**src/rtl/decode_stage.sv**
```systemverilog
// Instruction-decode stage: instruction queue in front of a registered decode bundle
// with a valid/ready handshake toward execute, load-use stall, flush and illegal detection.
module decode_stage #(
  parameter int unsigned IQ_DEPTH = 4,
  parameter bit          RV32E    = 1'b0
) (
  input  logic                      clk_i,
  input  logic                      rst_n_i,
  input  logic                      flush_i,
  input  logic                      fetch_valid_i,
  output logic                      fetch_ready_o,
  input  logic [31:0]               fetch_inst_i,
  input  logic [31:0]               fetch_pc_i,
  input  logic                      ex_is_load_i,
  input  logic [4:0]                ex_rd_addr_i,
  output logic                      out_valid_o,
  input  logic                      out_ready_i,
  output logic [31:0]               out_pc_o,
  output logic [31:0]               out_inst_o,
  output logic [4:0]                out_rd_addr_o,
  output logic [4:0]                out_rs1_addr_o,
  output logic [4:0]                out_rs2_addr_o,
  output logic                      out_rs1_used_o,
  output logic                      out_rs2_used_o,
  output logic                      out_rd_we_o,
  output logic [31:0]               out_imm_o,
  output logic [3:0]                out_class_o,
  output logic                      out_illegal_o,
  output logic [$clog2(IQ_DEPTH):0] iq_count_o
);

  localparam int unsigned PTR_W = $clog2(IQ_DEPTH);
  localparam int unsigned CNT_W = PTR_W + 1;

  localparam logic [6:0] OPC_OP      = 7'b0110011;
  localparam logic [6:0] OPC_OP_IMM  = 7'b0010011;
  localparam logic [6:0] OPC_LOAD    = 7'b0000011;
  localparam logic [6:0] OPC_STORE   = 7'b0100011;
  localparam logic [6:0] OPC_BRANCH  = 7'b1100011;
  localparam logic [6:0] OPC_JAL     = 7'b1101111;
  localparam logic [6:0] OPC_JALR    = 7'b1100111;
  localparam logic [6:0] OPC_LUI     = 7'b0110111;
  localparam logic [6:0] OPC_AUIPC   = 7'b0010111;
  localparam logic [6:0] OPC_SYSTEM  = 7'b1110011;
  localparam logic [6:0] OPC_MISCMEM = 7'b0001111;

  localparam logic [6:0]  F7_ZERO    = 7'b0000000;
  localparam logic [6:0]  F7_ALT     = 7'b0100000;
  localparam logic [31:0] INST_ECALL = 32'h0000_0073;
  localparam logic [31:0] INST_MRET  = 32'h3020_0073;

  typedef enum logic [3:0] {
    CLS_ALU_R   = 4'd0,
    CLS_ALU_I   = 4'd1,
    CLS_LOAD    = 4'd2,
    CLS_STORE   = 4'd3,
    CLS_BRANCH  = 4'd4,
    CLS_JAL     = 4'd5,
    CLS_JALR    = 4'd6,
    CLS_LUI     = 4'd7,
    CLS_AUIPC   = 4'd8,
    CLS_CSR     = 4'd9,
    CLS_ECALL   = 4'd10,
    CLS_MRET    = 4'd11,
    CLS_FENCE   = 4'd12,
    CLS_ILLEGAL = 4'd15
  } cls_e;

  typedef struct packed {
    logic [31:0] pc;
    logic [31:0] inst;
    logic [4:0]  rd;
    logic [4:0]  rs1;
    logic [4:0]  rs2;
    logic        rs1_used;
    logic        rs2_used;
    logic        rd_we;
    logic [31:0] imm;
    logic [3:0]  cls;
  } bundle_t;

  logic [31:0]      iq_inst [IQ_DEPTH];
  logic [31:0]      iq_pc   [IQ_DEPTH];
  logic [PTR_W-1:0] wr_ptr_q;
  logic [PTR_W-1:0] rd_ptr_q;
  logic [CNT_W-1:0] count_q;

  logic             out_reg_v;
  bundle_t          bundle_q;
  bundle_t          dec;

  logic             push;
  logic             capture;
  logic             hazard;

  logic [31:0]      head_inst;
  logic [31:0]      head_pc;
  logic [6:0]       opcode;
  logic [2:0]       funct3;
  logic [6:0]       funct7;
  logic [31:0]      imm_i;
  logic [31:0]      imm_s;
  logic [31:0]      imm_b;
  logic [31:0]      imm_u;
  logic [31:0]      imm_j;

  cls_e             cls;
  logic [31:0]      imm;
  logic             use_rs1;
  logic             use_rs2;
  logic             writes_rd;
  logic             rv32e_bad;

  assign fetch_ready_o = (count_q != CNT_W'(IQ_DEPTH));
  assign push          = fetch_valid_i & fetch_ready_o & ~flush_i;
  assign capture       = (count_q != '0) & ~flush_i & (~out_reg_v | (out_valid_o & out_ready_i));
  assign iq_count_o    = count_q;

  assign head_inst = iq_inst[rd_ptr_q];
  assign head_pc   = iq_pc[rd_ptr_q];
  assign opcode    = head_inst[6:0];
  assign funct3    = head_inst[14:12];
  assign funct7    = head_inst[31:25];

  assign imm_i = {{20{head_inst[31]}}, head_inst[31:20]};
  assign imm_s = {{20{head_inst[31]}}, head_inst[31:25], head_inst[11:7]};
  assign imm_b = {{19{head_inst[31]}}, head_inst[31], head_inst[7], head_inst[30:25],
                  head_inst[11:8], 1'b0};
  assign imm_u = {head_inst[31:12], 12'h000};
  assign imm_j = {{11{head_inst[31]}}, head_inst[31], head_inst[19:12], head_inst[20],
                  head_inst[30:21], 1'b0};

  // Queue storage needs no reset: occupancy is tracked by count_q alone.
  always_ff @(posedge clk_i) begin
    if (push) begin
      iq_inst[wr_ptr_q] <= fetch_inst_i;
      iq_pc[wr_ptr_q]   <= fetch_pc_i;
    end
  end

  always_ff @(posedge clk_i or negedge rst_n_i) begin
    if (!rst_n_i) begin
      wr_ptr_q <= '0;
      rd_ptr_q <= '0;
      count_q  <= '0;
    end else if (flush_i) begin
      wr_ptr_q <= '0;
      rd_ptr_q <= '0;
      count_q  <= '0;
    end else begin
      if (push)    wr_ptr_q <= wr_ptr_q + PTR_W'(1);
      if (capture) rd_ptr_q <= rd_ptr_q + PTR_W'(1);
      count_q <= count_q + CNT_W'(push) - CNT_W'(capture);
    end
  end

  // Opcode/funct legality, class, immediate format and operand usage of the queue head.
  always_comb begin
    cls       = CLS_ILLEGAL;
    imm       = '0;
    use_rs1   = 1'b0;
    use_rs2   = 1'b0;
    writes_rd = 1'b0;
    case (opcode)
      OPC_OP: begin
        if (funct7 == F7_ZERO ||
            (funct7 == F7_ALT && (funct3 == 3'b000 || funct3 == 3'b101))) begin
          cls       = CLS_ALU_R;
          use_rs1   = 1'b1;
          use_rs2   = 1'b1;
          writes_rd = 1'b1;
        end
      end
      OPC_OP_IMM: begin
        if ((funct3 != 3'b001 && funct3 != 3'b101) || funct7 == F7_ZERO ||
            (funct3 == 3'b101 && funct7 == F7_ALT)) begin
          cls       = CLS_ALU_I;
          imm       = imm_i;
          use_rs1   = 1'b1;
          writes_rd = 1'b1;
        end
      end
      OPC_LOAD: begin
        if (funct3 inside {3'b000, 3'b001, 3'b010, 3'b100, 3'b101}) begin
          cls       = CLS_LOAD;
          imm       = imm_i;
          use_rs1   = 1'b1;
          writes_rd = 1'b1;
        end
      end
      OPC_STORE: begin
        if (funct3 inside {3'b000, 3'b001, 3'b010}) begin
          cls     = CLS_STORE;
          imm     = imm_s;
          use_rs1 = 1'b1;
          use_rs2 = 1'b1;
        end
      end
      OPC_BRANCH: begin
        if (funct3 != 3'b010 && funct3 != 3'b011) begin
          cls     = CLS_BRANCH;
          imm     = imm_b;
          use_rs1 = 1'b1;
          use_rs2 = 1'b1;
        end
      end
      OPC_JAL: begin
        cls       = CLS_JAL;
        imm       = imm_j;
        writes_rd = 1'b1;
      end
      OPC_JALR: begin
        if (funct3 == 3'b000) begin
          cls       = CLS_JALR;
          imm       = imm_i;
          use_rs1   = 1'b1;
          writes_rd = 1'b1;
        end
      end
      OPC_LUI: begin
        cls       = CLS_LUI;
        imm       = imm_u;
        writes_rd = 1'b1;
      end
      OPC_AUIPC: begin
        cls       = CLS_AUIPC;
        imm       = imm_u;
        writes_rd = 1'b1;
      end
      OPC_SYSTEM: begin
        if (head_inst == INST_ECALL) begin
          cls = CLS_ECALL;
          imm = imm_i;
        end else if (head_inst == INST_MRET) begin
          cls = CLS_MRET;
          imm = imm_i;
        end else if (funct3 != 3'b000 && funct3 != 3'b100) begin
          // funct3[2] selects the zimm forms, where the rs1 field is not a register
          cls       = CLS_CSR;
          imm       = imm_i;
          use_rs1   = ~funct3[2];
          writes_rd = 1'b1;
        end
      end
      OPC_MISCMEM: begin
        if (funct3 == 3'b000 || funct3 == 3'b001) begin
          cls = CLS_FENCE;
          imm = imm_i;
        end
      end
      default: ;
    endcase
  end

  assign rv32e_bad = RV32E && ((use_rs1 && head_inst[19]) ||
                               (use_rs2 && head_inst[24]) ||
                               (writes_rd && head_inst[11]));

  // Illegal bundles drop every side effect and carry a zero immediate.
  always_comb begin
    dec      = '0;
    dec.pc   = head_pc;
    dec.inst = head_inst;
    dec.rd   = head_inst[11:7];
    dec.rs1  = head_inst[19:15];
    dec.rs2  = head_inst[24:20];
    dec.cls  = CLS_ILLEGAL;
    if (cls != CLS_ILLEGAL && !rv32e_bad) begin
      dec.cls      = cls;
      dec.imm      = imm;
      dec.rs1_used = use_rs1;
      dec.rs2_used = use_rs2;
      dec.rd_we    = writes_rd & (head_inst[11:7] != 5'd0);
    end
  end

  always_ff @(posedge clk_i or negedge rst_n_i) begin
    if (!rst_n_i) begin
      out_reg_v <= 1'b0;
      bundle_q  <= '0;
    end else if (flush_i) begin
      out_reg_v <= 1'b0;
    end else if (capture) begin
      out_reg_v <= 1'b1;
      bundle_q  <= dec;
    end else if (out_valid_o && out_ready_i) begin
      out_reg_v <= 1'b0;
    end
  end

  assign hazard = out_reg_v & ex_is_load_i & (ex_rd_addr_i != 5'd0) &
                  ((bundle_q.rs1_used & (bundle_q.rs1 == ex_rd_addr_i)) |
                   (bundle_q.rs2_used & (bundle_q.rs2 == ex_rd_addr_i)));

  assign out_valid_o    = out_reg_v & ~hazard;
  assign out_pc_o       = bundle_q.pc;
  assign out_inst_o     = bundle_q.inst;
  assign out_rd_addr_o  = bundle_q.rd;
  assign out_rs1_addr_o = bundle_q.rs1;
  assign out_rs2_addr_o = bundle_q.rs2;
  assign out_rs1_used_o = bundle_q.rs1_used;
  assign out_rs2_used_o = bundle_q.rs2_used;
  assign out_rd_we_o    = bundle_q.rd_we;
  assign out_imm_o      = bundle_q.imm;
  assign out_class_o    = bundle_q.cls;
  assign out_illegal_o  = (bundle_q.cls == CLS_ILLEGAL);

endmodule

```
**config.mk**
```make
export PLATFORM = sky130hd
export DESIGN_NAME = decode_stage
export DESIGN_NICKNAME = d
export VERILOG_FILES = /design/src/rtl/decode_stage.sv
export SDC_FILE = /design/constraint.sdc
export NUM_CORES = 1
export LEC_CHECK = 0
export CAP_MARGIN = 20
export CORE_MARGIN = 3
export CORE_UTILIZATION = 49
export DETAILED_ROUTE_END_ITERATION = 6
export PLACE_DENSITY = 0.75
export SLEW_MARGIN = 30
export SYNTH_ARGS = -nofsm -noshare
export SYNTH_HDL_FRONTEND = slang
export SYNTH_SLANG_ARGS = --single-unit
```
**constraint.sdc**
```tcl
create_clock -name clk_i -period 2.71 [get_ports clk_i]
set_input_delay 0.542 -clock clk_i [delete_from_list [all_inputs] [get_ports clk_i]]
set_output_delay 0.542 -clock clk_i [all_outputs]
set_load 0.01 [all_outputs]
```
==> results of run 1 <==
[where the power goes]
| part | total (mW) | leakage, nW | switching (mW) | internal [mW] |
|---|---|---|---|---|
| Clock | 4.89 | 0.579 | 2.04 | 2.85 |
| Combinational | 7.10 | 3.20 | 3.42 | 3.68 |
| Sequential | 7.40 | 3.74 | 0.538 | 6.86 |
[state kept, by name, indices dropped and copies added (netlist names)]
register,flops
iq_count_o,3
iq_inst,128
iq_pc,128
out_class_o,4
out_imm_o,32
out_inst_o,32
out_pc_o,32
out_rd_we_o,1
out_reg_v,1
out_rs1_used_o,1
out_rs2_used_o,1
rd_ptr_q,2
wr_ptr_q,2
[metal layers]
metal  part of all wire  GRT usage  vias up  routed length, µm
met5             0.0015          0        -                 54
met4              0.023     0.0601        8                821
met3              0.075     0.0479       77               2670
met2               0.49      0.375      357              17600
met1               0.41      0.295     4671              14500
li1                   -          -     4127                  -
[per-stage QoR]
step	setup TNS, ns	cells	utilization
2_1_floorplan	-1.75	916	-
3_3_place_gp	-27.07	1573	0.620
3_5_place_dp	-29.91	1573	0.620
4_1_cts	-5.75	1657	0.671
5_1_grt	-9.74	1670	0.683
6_report	-6.72	1670	0.683
[what timing repair did]
action / 4_1_cts / 5_1_grt
gates resized for setup: 52 / 50
endpoints found under the setup margin: 41 / 42
setup buffers: 16 / 17
cloned: 0 / 1
pin swaps: 19 / 35
hold buffers: 0 / 0
[cell families after synthesis]
| kind of cell | after synthesis |
|---|---|
| AO/OA/AOI/OAI | 88 |
| XOR/XNOR | 18 |
| adder cells (fa/ha/maj) | 6 |
| buffers and inverters | 69 |
| flip-flops | 367 |
| multiplexers | 65 |
| AND/OR/NAND/NOR | 303 |
[critical path, stage by stage, from the launching register on]
cell	delay (ns)
dfrtp_4	0.52
buf_12	0.16
buf_4	0.13
mux4_2	0.46
nor4bb_4	0.19
buf_4	0.16
buf_6	0.11
nand4b_1	0.13
o221ai_2	0.16
nor3_4	0.28
a211oi_4	0.12
buf_12	0.16
a221o_1	0.27
[path summary, 6_finish.rpt]
path                                        endpoint  depth (start not counted)
setup reg to reg           out_imm_o[21]$_DFFE_PN0P_                         12
hold / removal             out_inst_o[1]$_DFFE_PN0P_                          2
setup / recovery           out_imm_o[21]$_DFFE_PN0P_                         12
min in group clk_i         out_inst_o[4]$_DFFE_PN0P_                          2
hold reg to reg            out_inst_o[4]$_DFFE_PN0P_                          2
max in group asynchronous    rd_ptr_q[0]$_DFFE_PN0P_                          2
[layout make-up]
class	count	area, µm²
repair buffers	364	3550
well taps	384	480
clock inverters	16	153
inverters	7	26.3
fillers	1924	9230
clock buffers	52	1020
flip-flops and latches	367	10500
multi-input cells	480	4150
[cells in the final DEF (no fill, tap or decap), types with 5 or more instances in the layout]
cell type,Yosys,final
edfxtp_1,256,256
nand2_1,210,209
clkdlybuf4s50_1,0,191
buf_4,19,131
dfrtp_1,111,109
mux4_2,56,60
clkbuf_16,0,38
nor2_1,29,26
a221o_1,24,24
buf_12,0,20
buf_6,2,15
xnor2_1,13,13
clkbuf_1,27,11
nand3_1,11,9
o211ai_1,8,8
clkinv_2,0,8
inv_1,7,6
nand4_1,6,6
a22o_1,6,6
nand2b_1,7,5
==> results.py, run 1 <==
metrics = {
    "worst_setup_path": {
        "rrSetupSlack_ns": -0.26,
        "crit_required_ns": 3.11,
        "end_kind": "register",
        "start_kind": "register",
        "path_class": "reg -> reg",
        "worst_ep_arrival_time_ns": 3.37,
        "cp-startpoint": "rd_ptr_q[0]$_DFFE_PN0P_",
        "cp_max_fo": 12,
        "r2r-start": "rd_ptr_q[0]$_DFFE_PN0P_",
    },
    "placement": {
        "hpwl_um": 23900,
        "port_buffers": 198,
        "dpl_cell_area_um2": 18000,
        "dp_slack_ns": -0.549,
        "place.gp.congestion": 0.878,
    },
    "timing": {
        "finalCritPeriodShare": 1.10,
        "setup_violations": 35,
        "tightest_slew_ns": 0.631,
        "whs_ns": 0.0332,
        "setup_slack_ns": -0.258,
        "slew_violations": 0,
        "fin_crit_ns": 2.97,
        "rsz0062_at_grt": "true",
        "fin_skew_ns": 0.0208,
        "slew_headroom": 0.579,
        "hold_viol_final": 0,
        "fmax_ghz": 0.337,
    },
    "clock_network": {
        "cts_tree": "yes",
        "root_buffer": "clkbuf_16",
        "htreeDepth": 2,
        "clk-insertion-delay-late_ns": 0.52,
        "cts_buffers": 37,
        "clock_path_buffers": 3,
        "clkSlewWorstSetupHoldPaths_ns": 0.06,
        "clkSinkCount": 367,
    },
    "power": {
        "irDropWorstVdd_mv": 0.629,
        "p_leak_nw": 7.53,
        "p_total_mw": 19.4,
        "power_density_nw_per_um2": 976,
    },
    "detailed_routing": {
        "routed-via-count": 9240,
        "routedWlPerCell_um": 21.3,
        "drc": 0,
        "vias_per_cell": 5.53,
        "drt_wl_total_um": 35600,
        "ant_nets": 0,
        "dr.pass1.iters": 7,
        "drt_iter0_drc": 718,
    },
    "synthesis": {
        "yosysTopAreaCell": "edfxtp_1",
        "synth-xor-area-share": 0.0108,
        "synth-edff-count": 256,
        "syn-cell-area_um2": 14600,
        "synth_fa_ha_area_frac": 0.00564,
        "synthSimpleGateAreaFrac": 0.0910,
        "synth_top_family_by_area": "multiplexers",
        "syn_area_per_cell_um2": 16.0,
        "synth_common_cells": "256 x edfxtp_1, 210 x nand2_1, 111 x dfrtp_1, 56 x mux4_2, 29 x nor2_1",
        "synth_area_leaders": "edfxtp_1 53%, dfrtp_1 19%, mux4_2 8.6%",
        "async_flop_share": 0.302,
        "synth_ff_type": "edfxtp_1",
        "synthDistinctLibCells": 71,
        "yosysSeqAreaShare": 0.715,
        "synth_cells": 916,
        "synth_most_common_cell": "edfxtp_1",
        "ys_seq_elements": 367,
        "synth_compound_area_frac": 0.0504,
        "synthMuxAreaShare": 0.101,
        "syn_nets": 997,
        "yosys_warnings": 0,
        "synth_top_area_share": 0.525,
    },
    "job": {
        "cap_violations": 0,
    },
    "die": {
        "initial_core_util": 0.503,
        "num_io_pins": 199,
        "floorplan.die.width_um": 179,
        "dieArea_um2": 32000,
        "coreArea_um2": 29100,
        "num_rows": 62,
        "die-height_um": 179,
    },
    "global_routing": {
        "antenna_found_initial": 4,
        "grt_max_degree": 72,
        "track_usage": 0.222,
        "grt_overflow": 0,
        "grt_pass1_vias": 9703,
        "grt_pass1_wl_um": 54200,
    },
    "min_path": {
        "hold_class": "in -> async",
    },
    "cells_and_area": {
        "syn2layout_area_growth_pct": 35.6,
        "drive_above_1_share": 0.271,
        "fin_area_um2": 19900,
        "nNetsFinal": 1338,
        "diodes": 0,
    },
    "status": {
        "status": "finished with violations",
        "violations": "setup timing",
    },
}
Power figures use the tool's default switching activity.
==> run 2, diff against run 1 <==
Settings changed: PLACE_DENSITY 0.75 to 0.74.
==> run 2 against run 1 <==
The run still ends with setup timing left. Total power is 3.2% higher. Largest cell class unchanged. Global-route usage is 0.083 points higher. Non-clock buffer count is 8 lower. Highest routed layer unchanged. Clock skew is 0.0044 ns lower.
==> results.py, run 2 (same netlist as run 1, synthesis figures left out) <==
metrics = {
    "cells_and_area": {
        "final_common_cell": "edfxtp_1",
        "syn2layout_area_growth_pct": 36.8,
        "fillers": 1941,
        "seq_area_um2": 10500,
        "final_cell_mix": "256 x edfxtp_1, 209 x nand2_1, 193 x clkdlybuf4s50_1",
        "drive_above_1_share": 0.269,
        "nNetsFinal": 1330,
        "final_util": 0.689,
        "multiInputGateArea_um2": 4180,
        "top_regs": "iq_inst (128), iq_pc (128)",
    },
    "placement": {
        "port_buffers": 198,
        "dp_slack_ns": -0.594,
        "place.gp.congestion": 0.895,
        "hpwl_um": 23700,
    },
    "timing": {
        "fin_skew_ns": 0.0163,
        "tightest_slew_ns": 0.539,
        "slew_violations": 0,
        "fmax_ghz": 0.335,
        "rsz0062_at_grt": "true",
        "setup_violations": 39,
        "hold_viol_final": 0,
        "finalCritPeriodShare": 1.10,
        "setup_slack_ns": -0.279,
        "fin_crit_ns": 2.99,
        "slew_headroom": 0.639,
    },
    "die": {
        "num_io_pins": 199,
        "initial_core_util": 0.503,
        "dieArea_um2": 32000,
        "floorplan.die.width_um": 179,
        "coreArea_um2": 29100,
        "num_rows": 62,
        "die-height_um": 179,
    },
    "worst_setup_path": {
        "start_kind": "register",
        "path_buf_inv": 4,
        "crit_path_cell_trace": "buf_8 > mux4_2 > nor4bb_2 > buf_4 > buf_6 > o211ai_1 > o221ai_4 > nor3_4 > a211oi_4 > buf_12 > a221o_1",
        "cp_max_fo": 12,
        "cpPeakStageDelay_ns": 0.58,
        "path_class": "reg -> reg",
        "critPathTopFamily": "compound AO/OA/AOI/OAI gates",
        "crit_required_ns": 3.16,
        "slowest_stage": "mux4_2",
        "worst_ep_arrival_time_ns": 3.44,
        "end_kind": "register",
        "rrSetupSlack_ns": -0.28,
    },
    "global_routing": {
        "grt_pass1_wl_um": 54500,
        "grt_max_degree": 67,
        "grt_pass1_vias": 9656,
        "grt_overflow": 0,
        "track_usage": 0.223,
        "antenna_found_initial": 2,
    },
    "clock_network": {
        "htreeDepth": 2,
        "clk-insertion-delay-late_ns": 0.52,
        "clkSlewWorstSetupHoldPaths_ns": 0.06,
        "root_buffer": "clkbuf_16",
        "cts_buffers": 37,
        "cts_tree": "yes",
        "clkSinkCount": 367,
        "clock_path_buffers": 3,
    },
    "power": {
        "power_density_nw_per_um2": 999,
        "p_leak_nw": 7.59,
        "p_total_mw": 20.0,
        "irDropWorstVdd_mv": 0.655,
    },
    "detailed_routing": {
        "vias_per_cell": 5.59,
        "drt_wl_total_um": 35800,
        "dr.pass1.iters": 5,
        "drt_iter0_drc": 680,
        "drc": 0,
        "ant_nets": 0,
        "routed-via-count": 9290,
        "routedWlPerCell_um": 21.5,
    },
    "status": {
        "status": "finished with violations",
        "violations": "setup timing",
    },
    "min_path": {
        "hold_class": "reg -> reg",
    },
    "job": {
        "cap_violations": 0,
    },
}
==> run 2: path summary, 6_finish.rpt <==
check | from | end | cells past startpoint
max in group asynchronous | rst_n_i | out_pc_o[19]$_DFFE_PN0P_ | 3
max reg2reg | rd_ptr_q[0]$_DFFE_PN0P_ | out_imm_o[29]$_DFFE_PN0P_ | 11
min reg2reg | out_pc_o[8]$_DFFE_PN0P_ | out_pc_o[8]$_DFFE_PN0P_ | 2
max | rd_ptr_q[0]$_DFFE_PN0P_ | out_imm_o[29]$_DFFE_PN0P_ | 11
min | out_pc_o[8]$_DFFE_PN0P_ | out_pc_o[8]$_DFFE_PN0P_ | 2
min in group asynchronous | rst_n_i | out_inst_o[1]$_DFFE_PN0P_ | 2
==> run 2: layout make-up <==
cell class                 instances  area share
clock buffer                      49      0.0517
multi-input combinational        480       0.208
sequential                       367       0.523
clock inverter                    18      0.0166
antenna                            1    0.000125
timing repair buffer             356       0.175
tap                              384      0.0240
inverter                           7     0.00131
==> run 2: power by group <==
part | internal, mW | switching [mW]
Sequential | 6.86 | 0.537
Combinational | 3.57 | 3.40
Clock | 3.56 | 2.09
==> run 2: metal layers <==
layer / GRT usage / routed length [µm]
met4: 0.0675 / 988
met5: 0 / 18
met2: 0.372 / 17800
met1: 0.293 / 14300
met3: 0.0538 / 2640
==> run 2: worst min-delay path, cell delays in order, from the launching register on <==
cell and delay [ns]:
dfrtp_1 0.34, nand2_1 0.05, nand2_1 0.05
==> run 2: per-stage QoR <==
step / TNS (ns) / instances / hold slack (ns) / instance area (µm²)
floorplan: -1.75 / 916 / 0.246 / 14700
global placement: -25.23 / 1565 / 0.459 / 18000
detailed placement: -27.44 / 1565 / 0.462 / 18000
CTS: -5.30 / 1650 / 0.477 / 19700
global route: -11.44 / 1661 / 0.499 / 20000
finish: -8.40 / 1662 / 0.475 / 20000
==> run 2: repair_timing <==
action,CTS,global route
hold buffers,1,0
setup endpoints to repair,42,42
setup buffers,18,13
pin swaps,30,31
resized for setup,50,45
gates cloned,1,0
hold endpoints to repair,27,0
==> run 3, diff against run 2 <==
Settings changed: CELL_PAD_IN_SITES_DETAIL_PLACEMENT from default to 1, CELL_PAD_IN_SITES_GLOBAL_PLACEMENT from default to 1, CORE_UTILIZATION 49 to 48, DONT_BUFFER_PORTS from default to 1, PLACE_DENSITY 0.74 to 0.76.
==> run 3 against run 2 <==
The flow finishes with violations (hold timing, setup timing). Count of clock-buffer cells in the layout is 7 higher. Clock power is 6.7% lower. Combinational power is 26% lower. Cell count is 12% lower. Critical path type unchanged.
==> results.py, run 3 (same netlist as run 1, synthesis figures left out) <==
metrics = {
    "detailed_routing": {
        "drt_wl_total_um": 37600,
        "drc": 0,
        "dr_wl_met3_um": 3030,
        "drt_iter0_drc": 565,
        "routedWlPerCell_um": 25.6,
        "dr.pass1.iters": 5,
        "routed-via-count": 8487,
        "ant_nets": 0,
        "wl_met1_um": 14600,
        "vias_per_cell": 5.79,
        "wl_met2_um": 19000,
        "route.top_layer_used": "met4",
    },
    "worst_setup_path": {
        "path_buf_inv": 2,
        "crit_required_ns": 3.16,
        "path_class": "reg -> reg",
        "cpPeakStageDelay_ns": 0.65,
        "cp_max_fo": 16,
        "worst_ep_arrival_time_ns": 3.51,
        "start_kind": "register",
        "crit_path_cell_trace": "buf_12 > mux4_1 > nor3_1 > nand4_1 > nor4b_4 > nor3_4 > a211oi_4 > buf_12 > a221o_1",
        "slowest_stage": "mux4_1",
        "crit_top_cell": "buf_12",
        "end_kind": "register",
        "critPathTopFamily": "simple AND/OR/NAND/NOR gates",
    },
    "die": {
        "dieArea_um2": 32600,
        "initial_core_util": 0.490,
        "num_rows": 63,
        "coreArea_um2": 29900,
        "die-height_um": 181,
        "floorplan.die.width_um": 181,
        "num_io_pins": 199,
    },
    "global_routing": {
        "track_usage": 0.227,
        "antenna_found_initial": 0,
        "grt_pass1_vias": 9467,
        "grt_pass1_wl_um": 57500,
        "grt_overflow": 0,
        "grt_max_degree": 112,
    },
    "cells_and_area": {
        "fillers": 2727,
        "drive_above_1_share": 0.304,
        "multiInputGateArea_um2": 4060,
        "final_common_cell": "edfxtp_1",
        "fin_area_um2": 17700,
        "top_regs": "iq_inst (128), iq_pc (128)",
        "syn2layout_area_growth_pct": 20.6,
        "nNetsFinal": 1128,
        "final_cell_mix": "256 x edfxtp_1, 210 x nand2_1, 127 x buf_4",
        "seq_area_um2": 10500,
    },
    "timing": {
        "hold_viol_final": 111,
        "tightest_slew_ns": 0.578,
        "rsz0062_at_grt": "true",
        "slew_headroom": 0.612,
        "finalCritPeriodShare": 1.13,
        "whs_ns": -0.270,
        "slew_violations": 0,
        "setup_slack_ns": -0.343,
        "fin_skew_ns": 0.0166,
        "fmax_ghz": 0.328,
        "setup_violations": 38,
        "fin_crit_ns": 3.05,
    },
    "placement": {
        "dpl_cell_area_um2": 16000,
        "port_buffers": 0,
        "hpwl_um": 25000,
        "place.gp.congestion": 0.887,
    },
    "power": {
        "p_total_mw": 18.2,
        "p_leak_nw": 6.67,
        "power_density_nw_per_um2": 1030,
        "irDropWorstVdd_mv": 0.636,
    },
    "clock_network": {
        "cts_tree": "yes",
        "clock_path_buffers": 3,
        "root_buffer": "clkbuf_16",
        "clkSinkCount": 367,
        "htreeDepth": 2,
        "cts_buffers": 39,
        "clkSlewWorstSetupHoldPaths_ns": 0.06,
        "clk-insertion-delay-late_ns": 0.52,
    },
    "min_path": {
        "hold_class": "in -> async",
    },
    "status": {
        "status": "finished with violations",
        "violations": "hold timing, setup timing",
    },
    "job": {
        "cap_violations": 0,
    },
}
[run 3: cell count changes in the layout (fill, tap and decap cells not counted), moves of 3 or more]
cell and change:
clkbuf_1 +4, clkdlybuf4s50_1 -193, dlymetal6s2s_1 -3, buf_12 -8, bufinv_16 -6, buf_6 -3
buf_4 +7
[run 3: layer usage]
layer  global-route usage  vias up
met3               0.0715       70
met2                0.386      291
li1                     -     3697
met4               0.0645        0
met5                    0        -
met1                0.283     4429
[run 3: area by class of cell]
type	count	share of cell area
antenna	1	0.000142
clock buffer	56	0.0635
clock inverter	14	0.00858
inverter	7	0.00149
multi-input combinational	480	0.230
sequential	367	0.593
tap	390	0.0276
timing repair buffer	152	0.0754
[run 3: what timing repair did]
action | in CTS | in global routing
buffers inserted | 9 | 12
gates resized for setup | 43 | 24
endpoints found under the hold margin | 111 | 111
endpoints found under the setup margin | 38 | 39
pin swaps | 13 | 14
[run 3: worst reg2reg max path, cell delays in order (launching register included)]
cell      delay (ns)
dfrtp_4         0.49
buf_12          0.19
mux4_1          0.66
nor3_1          0.34
nand4_1         0.27
nor4b_4         0.37
nor3_4          0.11
a211oi_4        0.26
buf_12          0.17
a221o_1         0.12
[run 3: path summary, 6_finish.rpt]
| path | cells after the start | slack, ns | end | from |
|---|---|---|---|---|
| setup reg to reg | 9 | -0.34 | out_imm_o[26]$_DFFE_PN0P_ | rd_ptr_q[0]$_DFFE_PN0P_ |
| min in group clk_i | 1 | 0.08 | iq_count_o[0]$_DFF_PN0_ | flush_i |
| hold reg to reg | 2 | 0.55 | out_inst_o[3]$_DFFE_PN0P_ | out_inst_o[3]$_DFFE_PN0P_ |
| setup / recovery | 9 | -0.34 | out_imm_o[26]$_DFFE_PN0P_ | rd_ptr_q[0]$_DFFE_PN0P_ |
| max in group asynchronous | 0 | 2.83 | out_pc_o[5]$_DFFE_PN0P_ | rst_n_i |
| hold / removal | 0 | -0.27 | out_pc_o[27]$_DFFE_PN0P_ | rst_n_i |
[run 3: power breakdown]
part / switching (mW) / internal [mW] / total, mW / leakage, nW
logic: 2.86 / 2.32 / 5.18 / 2.29
registers: 0.856 / 6.86 / 7.72 / 3.74
clock network: 2.10 / 3.17 / 5.27 / 0.632
total: 5.82 / 12.3 / 18.2 / 6.67
[run 3: stage by stage]
step	cells	setup TNS, ns	worst slack, ns	hold WS [ns]	utilization
floorplan	916	-1.75	-0.146	0.246	-
global placement	1376	-9.19	-0.289	0.255	0.535
detailed placement	1376	-11.65	-0.389	0.250	0.535
CTS	1455	-5.22	-0.249	-0.302	0.585
global route	1466	-12.51	-0.414	-0.298	0.591
finish	1467	-9.52	-0.343	-0.270	0.591
